### src/rtl/sine_pkg.sv
// Shared definitions for the sine NCO: quadrant codes, quarter-table generator
// and the cosine quadrant helper.
package sine_pkg;

  localparam logic [1:0] QUAD_0 = 2'd0;
  localparam logic [1:0] QUAD_1 = 2'd1;
  localparam logic [1:0] QUAD_2 = 2'd2;
  localparam logic [1:0] QUAD_3 = 2'd3;

  localparam real PI = 3.14159265358979323846;

  // Half-sample offset keeps every entry non-zero and the fold symmetric.
  function automatic int qtable_entry(input int i, input int aw, input int dw);
    real amp;
    real ang;
    amp = real'((1 << (dw - 1)) - 1);
    ang = 2.0 * PI * (real'(i) + 0.5) / real'(1 << (aw + 2));
    return $rtoi(amp * $sin(ang) + 0.5);
  endfunction

  // Cosine leads sine by a quarter cycle.
  function automatic logic [1:0] cos_quad(input logic [1:0] q);
    return 2'(q + 2'd1);
  endfunction

endpackage

### src/rtl/sine_qlut.sv
// Quarter-wave sine table with quadrant folding; combinational signed output.
module sine_qlut
  import sine_pkg::*;
#(
  parameter int unsigned AW = 6,
  parameter int unsigned DW = 8
) (
  input  logic [AW+1:0]        ph,
  output logic signed [DW-1:0] val_c
);

  localparam int unsigned DEPTH = 1 << AW;

  logic [DW-1:0] tab [DEPTH];
  logic [1:0]    quad;
  logic [AW-1:0] idx;

  for (genvar i = 0; i < int'(DEPTH); i++) begin : g_tab
    localparam int ENTRY = qtable_entry(i, int'(AW), int'(DW));
    assign tab[i] = DW'(ENTRY);
  end

  // Mirror the index on odd quadrants, negate on the lower half-cycle.
  always_comb begin
    quad  = ph[AW+1:AW];
    idx   = ph[AW-1:0];
    val_c = '0;
    case (quad)
      QUAD_0: val_c = $signed(tab[idx]);
      QUAD_1: val_c = $signed(tab[~idx]);
      QUAD_2: val_c = -$signed(tab[idx]);
      QUAD_3: val_c = -$signed(tab[~idx]);
    endcase
  end

endmodule

### src/rtl/sine_nco.sv
// Numerically controlled oscillator: phase accumulator, offset stage and
// folded-table lookup producing simultaneous sine/cosine with a valid strobe.
module sine_nco
  import sine_pkg::*;
#(
  parameter int unsigned PW = 16,
  parameter int unsigned AW = 6,
  parameter int unsigned DW = 8
) (
  input  logic                 clk,
  input  logic                 nreset,
  input  logic                 en,
  input  logic [PW-1:0]        freq,
  input  logic [PW-1:0]        phase_off,
  input  logic                 sync_clr,
  output logic signed [DW-1:0] sin_out,
  output logic signed [DW-1:0] cos_out,
  output logic                 valid,
  output logic [PW-1:0]        acc
);

  localparam int unsigned PHW   = AW + 2;
  localparam int unsigned SHIFT = PW - PHW;

  if (PW < AW + 2 || DW < 2) begin : g_param_err
    $error("sine_nco: illegal parameters, need PW >= AW+2 and DW >= 2");
  end

  logic [PW-1:0]        acc_q, acc_d;
  logic [PHW-1:0]       p1_q, p1_d;
  logic                 v1_q, v1_d;
  logic                 valid_q, valid_d;
  logic signed [DW-1:0] sin_q, sin_d;
  logic signed [DW-1:0] cos_q, cos_d;
  logic signed [DW-1:0] sin_c, cos_c;
  logic [PHW-1:0]       cos_ph_c;

  assign cos_ph_c = {cos_quad(p1_q[PHW-1:AW]), p1_q[AW-1:0]};

  sine_qlut #(.AW(AW), .DW(DW)) u_sin_lut (
    .ph    (p1_q),
    .val_c (sin_c)
  );

  sine_qlut #(.AW(AW), .DW(DW)) u_cos_lut (
    .ph    (cos_ph_c),
    .val_c (cos_c)
  );

  // Stage 1 keeps only the table-index bits of acc+offset; the rest are truncated.
  always_comb begin
    acc_d   = acc_q;
    p1_d    = p1_q;
    v1_d    = en;
    valid_d = v1_q;
    sin_d   = sin_q;
    cos_d   = cos_q;
    if (sync_clr) begin
      acc_d = '0;
    end else if (en) begin
      acc_d = acc_q + freq;
    end
    if (en) begin
      p1_d = PHW'((acc_q + phase_off) >> SHIFT);
    end
    if (v1_q) begin
      sin_d = sin_c;
      cos_d = cos_c;
    end
  end

  always_ff @(posedge clk) begin
    if (nreset) begin
      acc_q   <= '0;
      p1_q    <= '0;
      v1_q    <= 1'b0;
      valid_q <= 1'b0;
      sin_q   <= '0;
      cos_q   <= '0;
    end else begin
      acc_q   <= acc_d;
      p1_q    <= p1_d;
      v1_q    <= v1_d;
      valid_q <= valid_d;
      sin_q   <= sin_d;
      cos_q   <= cos_d;
    end
  end

  assign acc     = acc_q;
  assign valid   = valid_q;
  assign sin_out = sin_q;
  assign cos_out = cos_q;

endmodule

### config.mk
export PLATFORM = sky130hd
export DESIGN_NAME = sine_nco
export DESIGN_NICKNAME = d
export VERILOG_FILES = /design/src/rtl/sine_pkg.sv /design/src/rtl/sine_qlut.sv /design/src/rtl/sine_nco.sv
export SDC_FILE = /design/constraint.sdc
export NUM_CORES = 1
export LEC_CHECK = 0
export BUFFER_PORTS_ARGS = -buffer_cell sky130_fd_sc_hd__buf_2
export CORE_MARGIN = 4
export CORE_UTILIZATION = 58
export DETAILED_ROUTE_END_ITERATION = 8
export PLACE_DENSITY_LB_ADDON = 0.3
export SYNTH_ARGS = -nofsm -noshare
export SYNTH_HDL_FRONTEND = slang
export SYNTH_SLANG_ARGS = --single-unit
### constraint.sdc
create_clock -name clk -period 4.1 [get_ports clk]
set_input_delay 0.205 -clock clk [delete_from_list [all_inputs] [get_ports clk]]
set_output_delay 0.205 -clock clk [all_outputs]
set_load 0.1 [all_outputs]
==> results.json, run 1 <==
{
  "cts_buffer_depth": 2,
  "die_area_sq_um": 9010,
  "worstSetupEndpointType": "register",
  "viasPerCell": 6.15,
  "fin_area_sq_um": 4750,
  "ctsHtreeMaxLevel": 2,
  "synth-edff-count": 0,
  "fin_crit_ns": 3.35,
  "holdPathEnd": "acc[6]$_SDFFE_PP0P_",
  "antenna_found_initial": 0,
  "reg2reg_depth": 10,
  "fin_crit_sh_pct": 81.8,
  "ys_warn_count": 0,
  "path_clk_slew_ns": 0.09,
  "syn-mean-instance-area_sq_um": 8.01,
  "synth_top_cell_by_area": "dfxtp_1",
  "synth_cell_type_count": 84,
  "p_leak_nw": 2.04,
  "synth_area_sq_um": 4380,
  "cts_resized": 0,
  "drt-wirelength-per-cell_um": 15.8,
  "numCtsBuffers": 5,
  "tightestPinTransition_ns": 1.01,
  "synthCells": 547,
  "grt_max_degree": 35,
  "numClockSinks": 42,
  "hpwl_um": 8300,
  "r2r_end": "sin_out[7]$_SDFFE_PP0P_",
  "cp-start-kind": "register",
  "cp.arrival_ns": 3.56,
  "fp.dieH_um": 94.9,
  "yosysSeqAreaShare_pct": 19.2,
  "io_buffer_count": 68,
  "relSlewSlack_pct": 32.3,
  "hold_depth": 3,
  "critPathRequiredTime_ns": 4.30,
  "grt_pass1_wl_um": 18700,
  "final_cells": 690,
  "areaGrowthSynthToFinish_pct": 8.39,
  "gp_congestion": 0.971,
  "postCtsHoldBufs": 0,
  "synth.area.top_cells": "dfxtp_1 (19%), ha_1 (12%), nor2_1 (4.8%)",
  "root_buffer": "clkbuf_8",
  "drive_gt1_share_pct": 18.3,
  "nNetsFinal": 669,
  "finalMaxSlewViolations": 0,
  "placed_area_sq_um": 4660,
  "initial_core_util_pct": 60.1,
  "die_x_um": 94.9,
  "synth_top_area_share_pct": 19.2,
  "fin_setup_tns_ns": 0,
  "drt_pass1_iterations": 5,
  "setup-violations-final": 0,
  "cp-startpoint": "p1_q[1]$_SDFFE_PP0P_",
  "drt-initial-drc-count": 212,
  "grt_usage_pct": 25.4,
  "vdd_ir_drop_max_mv": 0.179,
  "boundaryPins": 69,
  "clock_latency_ns": 0.30,
  "status": "completed",
  "hp-start": "sync_clr",
  "rsz0062_at_grt": "no",
  "crit-reg2reg-launch": "p1_q[1]$_SDFFE_PP0P_",
  "drc": 0,
  "nFillCells": 650,
  "finalWirelength_um": 10900,
  "pwr_density_cell_nw_per_um2": 310,
  "dp.cells": 682,
  "yosys_most_used_dff": "dfxtp_1",
  "core_sq_um": 7290,
  "path_class": "register to register",
  "rrSetupSlack_ns": 0.75,
  "fin_worst_skew_ns": 0.0161,
  "fmax_mhz": 298,
  "grt_pass1_vias": 4182,
  "min_path_type": "input port to register",
  "antenna_cells": 0,
  "cap_violations": 0,
  "cts_tree": "yes",
  "path_max_fanout": 15,
  "hold_viol_final": 0,
  "cts_setup_buffers": 0,
  "grt-ovfl-total": 0,
  "vias": 4245,
  "detail-route-antenna-nets": 0,
  "async_flop_share_pct": 0,
  "rows": 31,
  "synth_nets": 626,
  "synth-seq-cells": 42
}
[placed cells by master (no fill, tap or decap), drive strengths merged, types with 9 or more instances in the layout]
master,netlist,final
xnor2,17,17
mux2i,20,20
nor2b,14,14
ha,42,42
nand3,12,12
nand2b,13,13
o21ai,35,35
dfxtp,42,42
nand2,40,40
xor2,9,9
a211oi,11,11
inv,24,25
nor2,57,57
o211ai,11,11
o21a,11,11
buf,17,72
nor3,13,13
a21oi,31,31
[worst max-delay path by stage]
| stage | endpoint | depth (start not counted) |
|---|---|---|
| CTS | sin_out[7]$_SDFFE_PP0P_ | 10 |
| finish | sin_out[7]$_SDFFE_PP0P_ | 10 |
| global route | sin_out[7]$_SDFFE_PP0P_ | 10 |
| floorplan | acc[8]$_SDFFE_PP0P_ | 11 |
| global placement | sin_out[7]$_SDFFE_PP0P_ | 10 |
| detailed placement | sin_out[7]$_SDFFE_PP0P_ | 10 |
[layout make-up]
| class | count | area (sq um) | area share [%] |
|---|---|---|---|
| Multi-Input combinational cell | 444 | 3230 | 68.0 |
| Sequential cell | 42 | 841 | 17.7 |
| Timing Repair Buffer | 72 | 370 | 7.80 |
| Tap cell | 99 | 124 | 2.61 |
| Inverter | 25 | 96.3 | 2.03 |
| Clock buffer | 5 | 68.8 | 1.45 |
| Clock inverter | 3 | 18.8 | 0.395 |
[report_power, final]
part           total, mW  switching (mW)  internal (mW)
Clock              0.280           0.160          0.120
Combinational      0.702           0.464          0.239
Sequential         0.491          0.0540          0.437
[synth_stat cells (3+ instances only)]
master	count
nor2b_1	13
a21o_1	6
inv_1	22
a31o_2	3
a21boi_0	3
ha_1	42
nand2_1	40
o311ai_0	3
o21ai_1	4
a31oi_1	5
buf_2	6
buf_6	6
a21oi_1	30
o31ai_1	6
a211oi_1	11
xnor2_1	17
nor3b_1	4
nand3_1	10
nor3_1	13
dfxtp_1	42
o21a_1	11
and2_1	7
xor2_1	9
mux2i_1	20
a32o_1	3
nor2_1	56
a221oi_1	5
nand2b_1	13
o221ai_1	5
o21ai_0	30
clkbuf_1	19
buf_4	4
or2_2	3
o211ai_1	10
[worst max-delay path, stage by stage (launching register included)]
cell and delay [ns]:
dfxtp_1 0.62, inv_1 0.27, ha_1 0.45, or2_2 0.32, a311oi_1 0.26, a211oi_1 0.13
nor3b_4 0.35, nand3_2 0.15, nor4_2 0.31, mux2i_1 0.12, a32o_1 0.29
[logic make-up (layout without fill, tap and decap cells)]
logic type      count (synthesis)  after routing  share of synthesized area (%)
compound gates                171            171                           29.2
xor+xnor                       26             26                           5.20
fa+ha+maj                      43             43                           12.4
buf+inv                        61            105                           7.08
flops                          42             42                           19.2
mux                            24             24                           6.11
simple gates                  180            180                           20.8
[per-stage QoR]
stage,util (%),power [mW],hold WS (ns),setup WS [ns]
after global placement,63.9,1.18,0.430,0.930
after CTS,65.2,1.47,0.289,0.786
final,65.2,1.47,0.290,0.747
after floorplan,-,1.07,0.426,0.954
after global routing,65.2,1.57,0.300,0.449
after detailed placement,63.9,1.19,0.448,0.804
[metal layers]
layer / routed length [um] / global-route usage (%) / vias up
met2: 5400 / 43.3 / 159
li1: - / - / 2094
met4: 254 / 11.4 / 0
met1: 4700 / 31.5 / 1969
met3: 583 / 3.67 / 23
met5: 0 / 0 / -
[sequential cells by signal, summed over array words and instances, names as in the netlist]
| register | cells |
|---|---|
| acc | 16 |
| cos_out | 8 |
| p1_q | 8 |
| sin_out | 8 |
| v1_q | 1 |
| valid | 1 |
Note: power is estimated with default switching activity, not from simulation.
==> run 2: changes to the inputs <==
--- a/config.mk
+++ b/config.mk
@@ -5,6 +5,7 @@
 export SDC_FILE = /design/constraint.sdc
 export NUM_CORES = 1
 export LEC_CHECK = 0
+export ABC_AREA = 1
 export BUFFER_PORTS_ARGS = -buffer_cell sky130_fd_sc_hd__buf_2
 export CORE_MARGIN = 4
 export CORE_UTILIZATION = 58
==> constraint.sdc (replaced) <==
create_clock -name clk -period 3.1 [get_ports clk]
set_input_delay 0.155 -clock clk [delete_from_list [all_inputs] [get_ports clk]]
set_output_delay 0.155 -clock clk [all_outputs]
set_load 0.1 [all_outputs]
==> run 2 against run 1 <==
Maximum frequency rose by 25%; largest power group unchanged; register-to-register slack worse by 0.32 ns; clock power grew 36%; critical path type unchanged; non-clock buffer count is 4 higher.
==> results.json, run 2 <==
{
  "status": "completed",
  "detail-route-antenna-nets": 0,
  "multi_input_area_sq_um": 3070,
  "hold_depth": 4,
  "setup-violations-final": 0,
  "synth_nets": 825,
  "boundaryPins": 69,
  "pwr_density_cell_nw_per_um2": 403,
  "ys_top_cells_by_count": "nand2_1 (218), inv_1 (84), nand3_1 (78)",
  "finalMaxSlewViolations": 0,
  "grt_usage_pct": 28.7,
  "antenna_found_initial": 0,
  "fmax_mhz": 374,
  "critPathRequiredTime_ns": 3.28,
  "crit_slowest_cell": "dfxtp_2",
  "rsz0062_at_grt": "no",
  "yosysSeqAreaShare_pct": 19.2,
  "r2r_end": "cos_out[6]$_SDFFE_PP0P_",
  "synth_top_cell_by_area": "dfxtp_1",
  "areaGrowthSynthToFinish_pct": 11.2,
  "ctsHtreeMaxLevel": 2,
  "cp.arrival_ns": 2.86,
  "grt_pass1_vias": 4889,
  "max_stage_delay_ns": 0.45,
  "fin_crit_sh_pct": 86.3,
  "postCtsHoldBufs": 0,
  "path_delay_family": "simple AND/OR/NAND/NOR gates",
  "cts_buffer_depth": 2,
  "yosys_most_used_dff": "dfxtp_1",
  "fin_util_pct": 66.9,
  "crit_chain": "inv_1 -> ha_1 -> nand2_1 -> nand3_1 -> nand2_1 -> nand2_1 -> nand2_1 -> nand2_1 -> ha_1 -> nand2_2 -> nor2_2 -> nand2_1 -> nand2_1 -> nand3_1 -> nand2_1 -> nand2_1 -> nand2_1 -> a21oi_1",
  "layout_common_cells": "nand2_1 (218), inv_1 (84), nand3_1 (78)",
  "async_flop_share_pct": 0,
  "fin_crit_ns": 2.68,
  "initial_core_util_pct": 60.2,
  "root_buffer": "clkbuf_8",
  "ys_warn_count": 0,
  "power.total_mw": 1.97,
  "hold_viol_final": 0,
  "finalWirelength_um": 12500,
  "reg2reg_depth": 18,
  "path_max_fanout": 11,
  "die_area_sq_um": 9020,
  "numClockSinks": 42,
  "core_sq_um": 7290,
  "drt_pass1_iterations": 7,
  "hp-start": "sync_clr",
  "grt_max_degree": 31,
  "hold_ws_ns": 0.137,
  "fin_worst_skew_ns": 0.00632,
  "drive_gt1_share_pct": 12.4,
  "clock_latency_ns": 0.30,
  "largest_reg_flops": 16,
  "grt_pass1_wl_um": 21200,
  "grt-ovfl-total": 0,
  "cts_tree": "yes",
  "regArea_sq_um": 843,
  "crit_path_frequent_cell": "nand2_1",
  "drt-wirelength-per-cell_um": 13.8,
  "path_class": "register to register",
  "synth_top_area_share_pct": 19.2,
  "hpwl_um": 9510,
  "synth_cell_type_count": 38,
  "synth-edff-count": 0,
  "numCtsBuffers": 5,
  "path_clk_slew_ns": 0.09,
  "synth-seq-cells": 42,
  "vias": 5108,
  "antenna_cells": 0,
  "relSlewSlack_pct": 53.7,
  "min_path_type": "input port to register",
  "die_x_um": 95.0,
  "drt-initial-drc-count": 371,
  "fp.dieH_um": 95.0,
  "io_buffer_count": 68,
  "gp_congestion": 0.967,
  "synthCells": 746,
  "final_common_cell": "nand2_1",
  "worstSetupEndpointType": "register",
  "cp-start-kind": "register",
  "fin_setup_tns_ns": 0,
  "cap_violations": 0,
  "nNetsFinal": 883,
  "synth.area.top_cells": "dfxtp_1 (19%), nand2_1 (19%), ha_1 (12%)",
  "synth_area_sq_um": 4390,
  "p_leak_nw": 2.67,
  "yosysMostFrequentCell": "nand2_1",
  "rrSetupSlack_ns": 0.42,
  "holdPathEnd": "acc[14]$_SDFFE_PP0P_",
  "tightestPinTransition_ns": 0.690,
  "drc": 0,
  "crit-reg2reg-launch": "p1_q[1]$_SDFFE_PP0P_",
  "rows": 31,
  "syn-mean-instance-area_sq_um": 5.88,
  "vdd_ir_drop_max_mv": 0.260,
  "nFillCells": 742,
  "crit_buf_inv": 1,
  "viasPerCell": 5.65
}
run 2: cell count changes in the layout (fill, tap and decap cells not counted), sizes merged, moves of 17 or more:
cell   before  now
nand3      12   79
mux2i      20    0
a21oi      31   73
o21ai      35   52
nand2      40  220
inv        25   89
run 2: what timing repair did:
| item | 4_1_cts | 5_1_grt |
|---|---|---|
| endpoints found under the setup margin | 0 | 3 |
| gates resized for setup | 0 | 2 |
| setup buffers | 0 | 0 |
run 2: cells by family after synthesis:
kind of cell / Yosys count / synth area share [%]
XOR/XNOR: 14 / 2.80
buffers and inverters: 118 / 10.8
adder cells (fa/ha/maj): 43 / 12.4
AO/OA/AOI/OAI: 150 / 18.7
flip-flops: 42 / 19.2
AND/OR/NAND/NOR: 379 / 36.1
run 2: routing by layer:
metal	vias to the layer above	wire [um]	share of wire, %	track usage (%)
met5	-	0	0	0
met1	2302	5140	41	34.1
met4	0	284	2.3	11.9
li1	2560	-	-	-
met3	26	894	7.2	3.67
met2	220	6150	49	51.5
run 2: per-stage QoR:
stage / worst slack, ns / instances / instance area (sq um)
6_report: 0.424 / 904 / 4880
5_1_grt: 0.117 / 904 / 4880
4_1_cts: 0.296 / 904 / 4880
3_3_place_gp: 0.449 / 896 / 4790
2_1_floorplan: 0.129 / 746 / 4390
3_5_place_dp: 0.324 / 896 / 4790
run 2: worst max path at each step:
stage / from / cells past startpoint / slack [ns] / to
final: p1_q[1]$_SDFFE_PP0P_ / 18 / 0.42 / cos_out[6]$_SDFFE_PP0P_
after global routing: p1_q[1]$_SDFFE_PP0P_ / 17 / 0.12 / cos_out[6]$_SDFFE_PP0P_
after CTS: p1_q[1]$_SDFFE_PP0P_ / 18 / 0.30 / cos_out[6]$_SDFFE_PP0P_
after detailed placement: p1_q[1]$_SDFFE_PP0P_ / 18 / 0.32 / cos_out[6]$_SDFFE_PP0P_
after global placement: p1_q[1]$_SDFFE_PP0P_ / 18 / 0.45 / cos_out[6]$_SDFFE_PP0P_
after floorplan: acc[0]$_SDFFE_PP0P_ / 11 / 0.13 / acc[12]$_SDFFE_PP0P_
run 2: power breakdown:
part	total, mW	switching, mW	internal (mW)
registers	0.621	0.0438	0.578
logic	0.967	0.697	0.270
clock network	0.380	0.220	0.159
total	1.97	0.961	1.01
run 2: layout make-up:
class	instances	area share (%)
Clock inverter	3	0.385
Multi-Input combinational cell	586	63.0
Tap cell	99	2.54
Timing Repair Buffer	76	8.21
Inverter	93	7.16
Clock buffer	5	1.41
Sequential cell	42	17.3
run 2: worst min-delay path, stage by stage:
cell	delay (ns)
buf_2	0.08
nor2_1	0.05
o211ai_1	0.08
inv_1	0.04
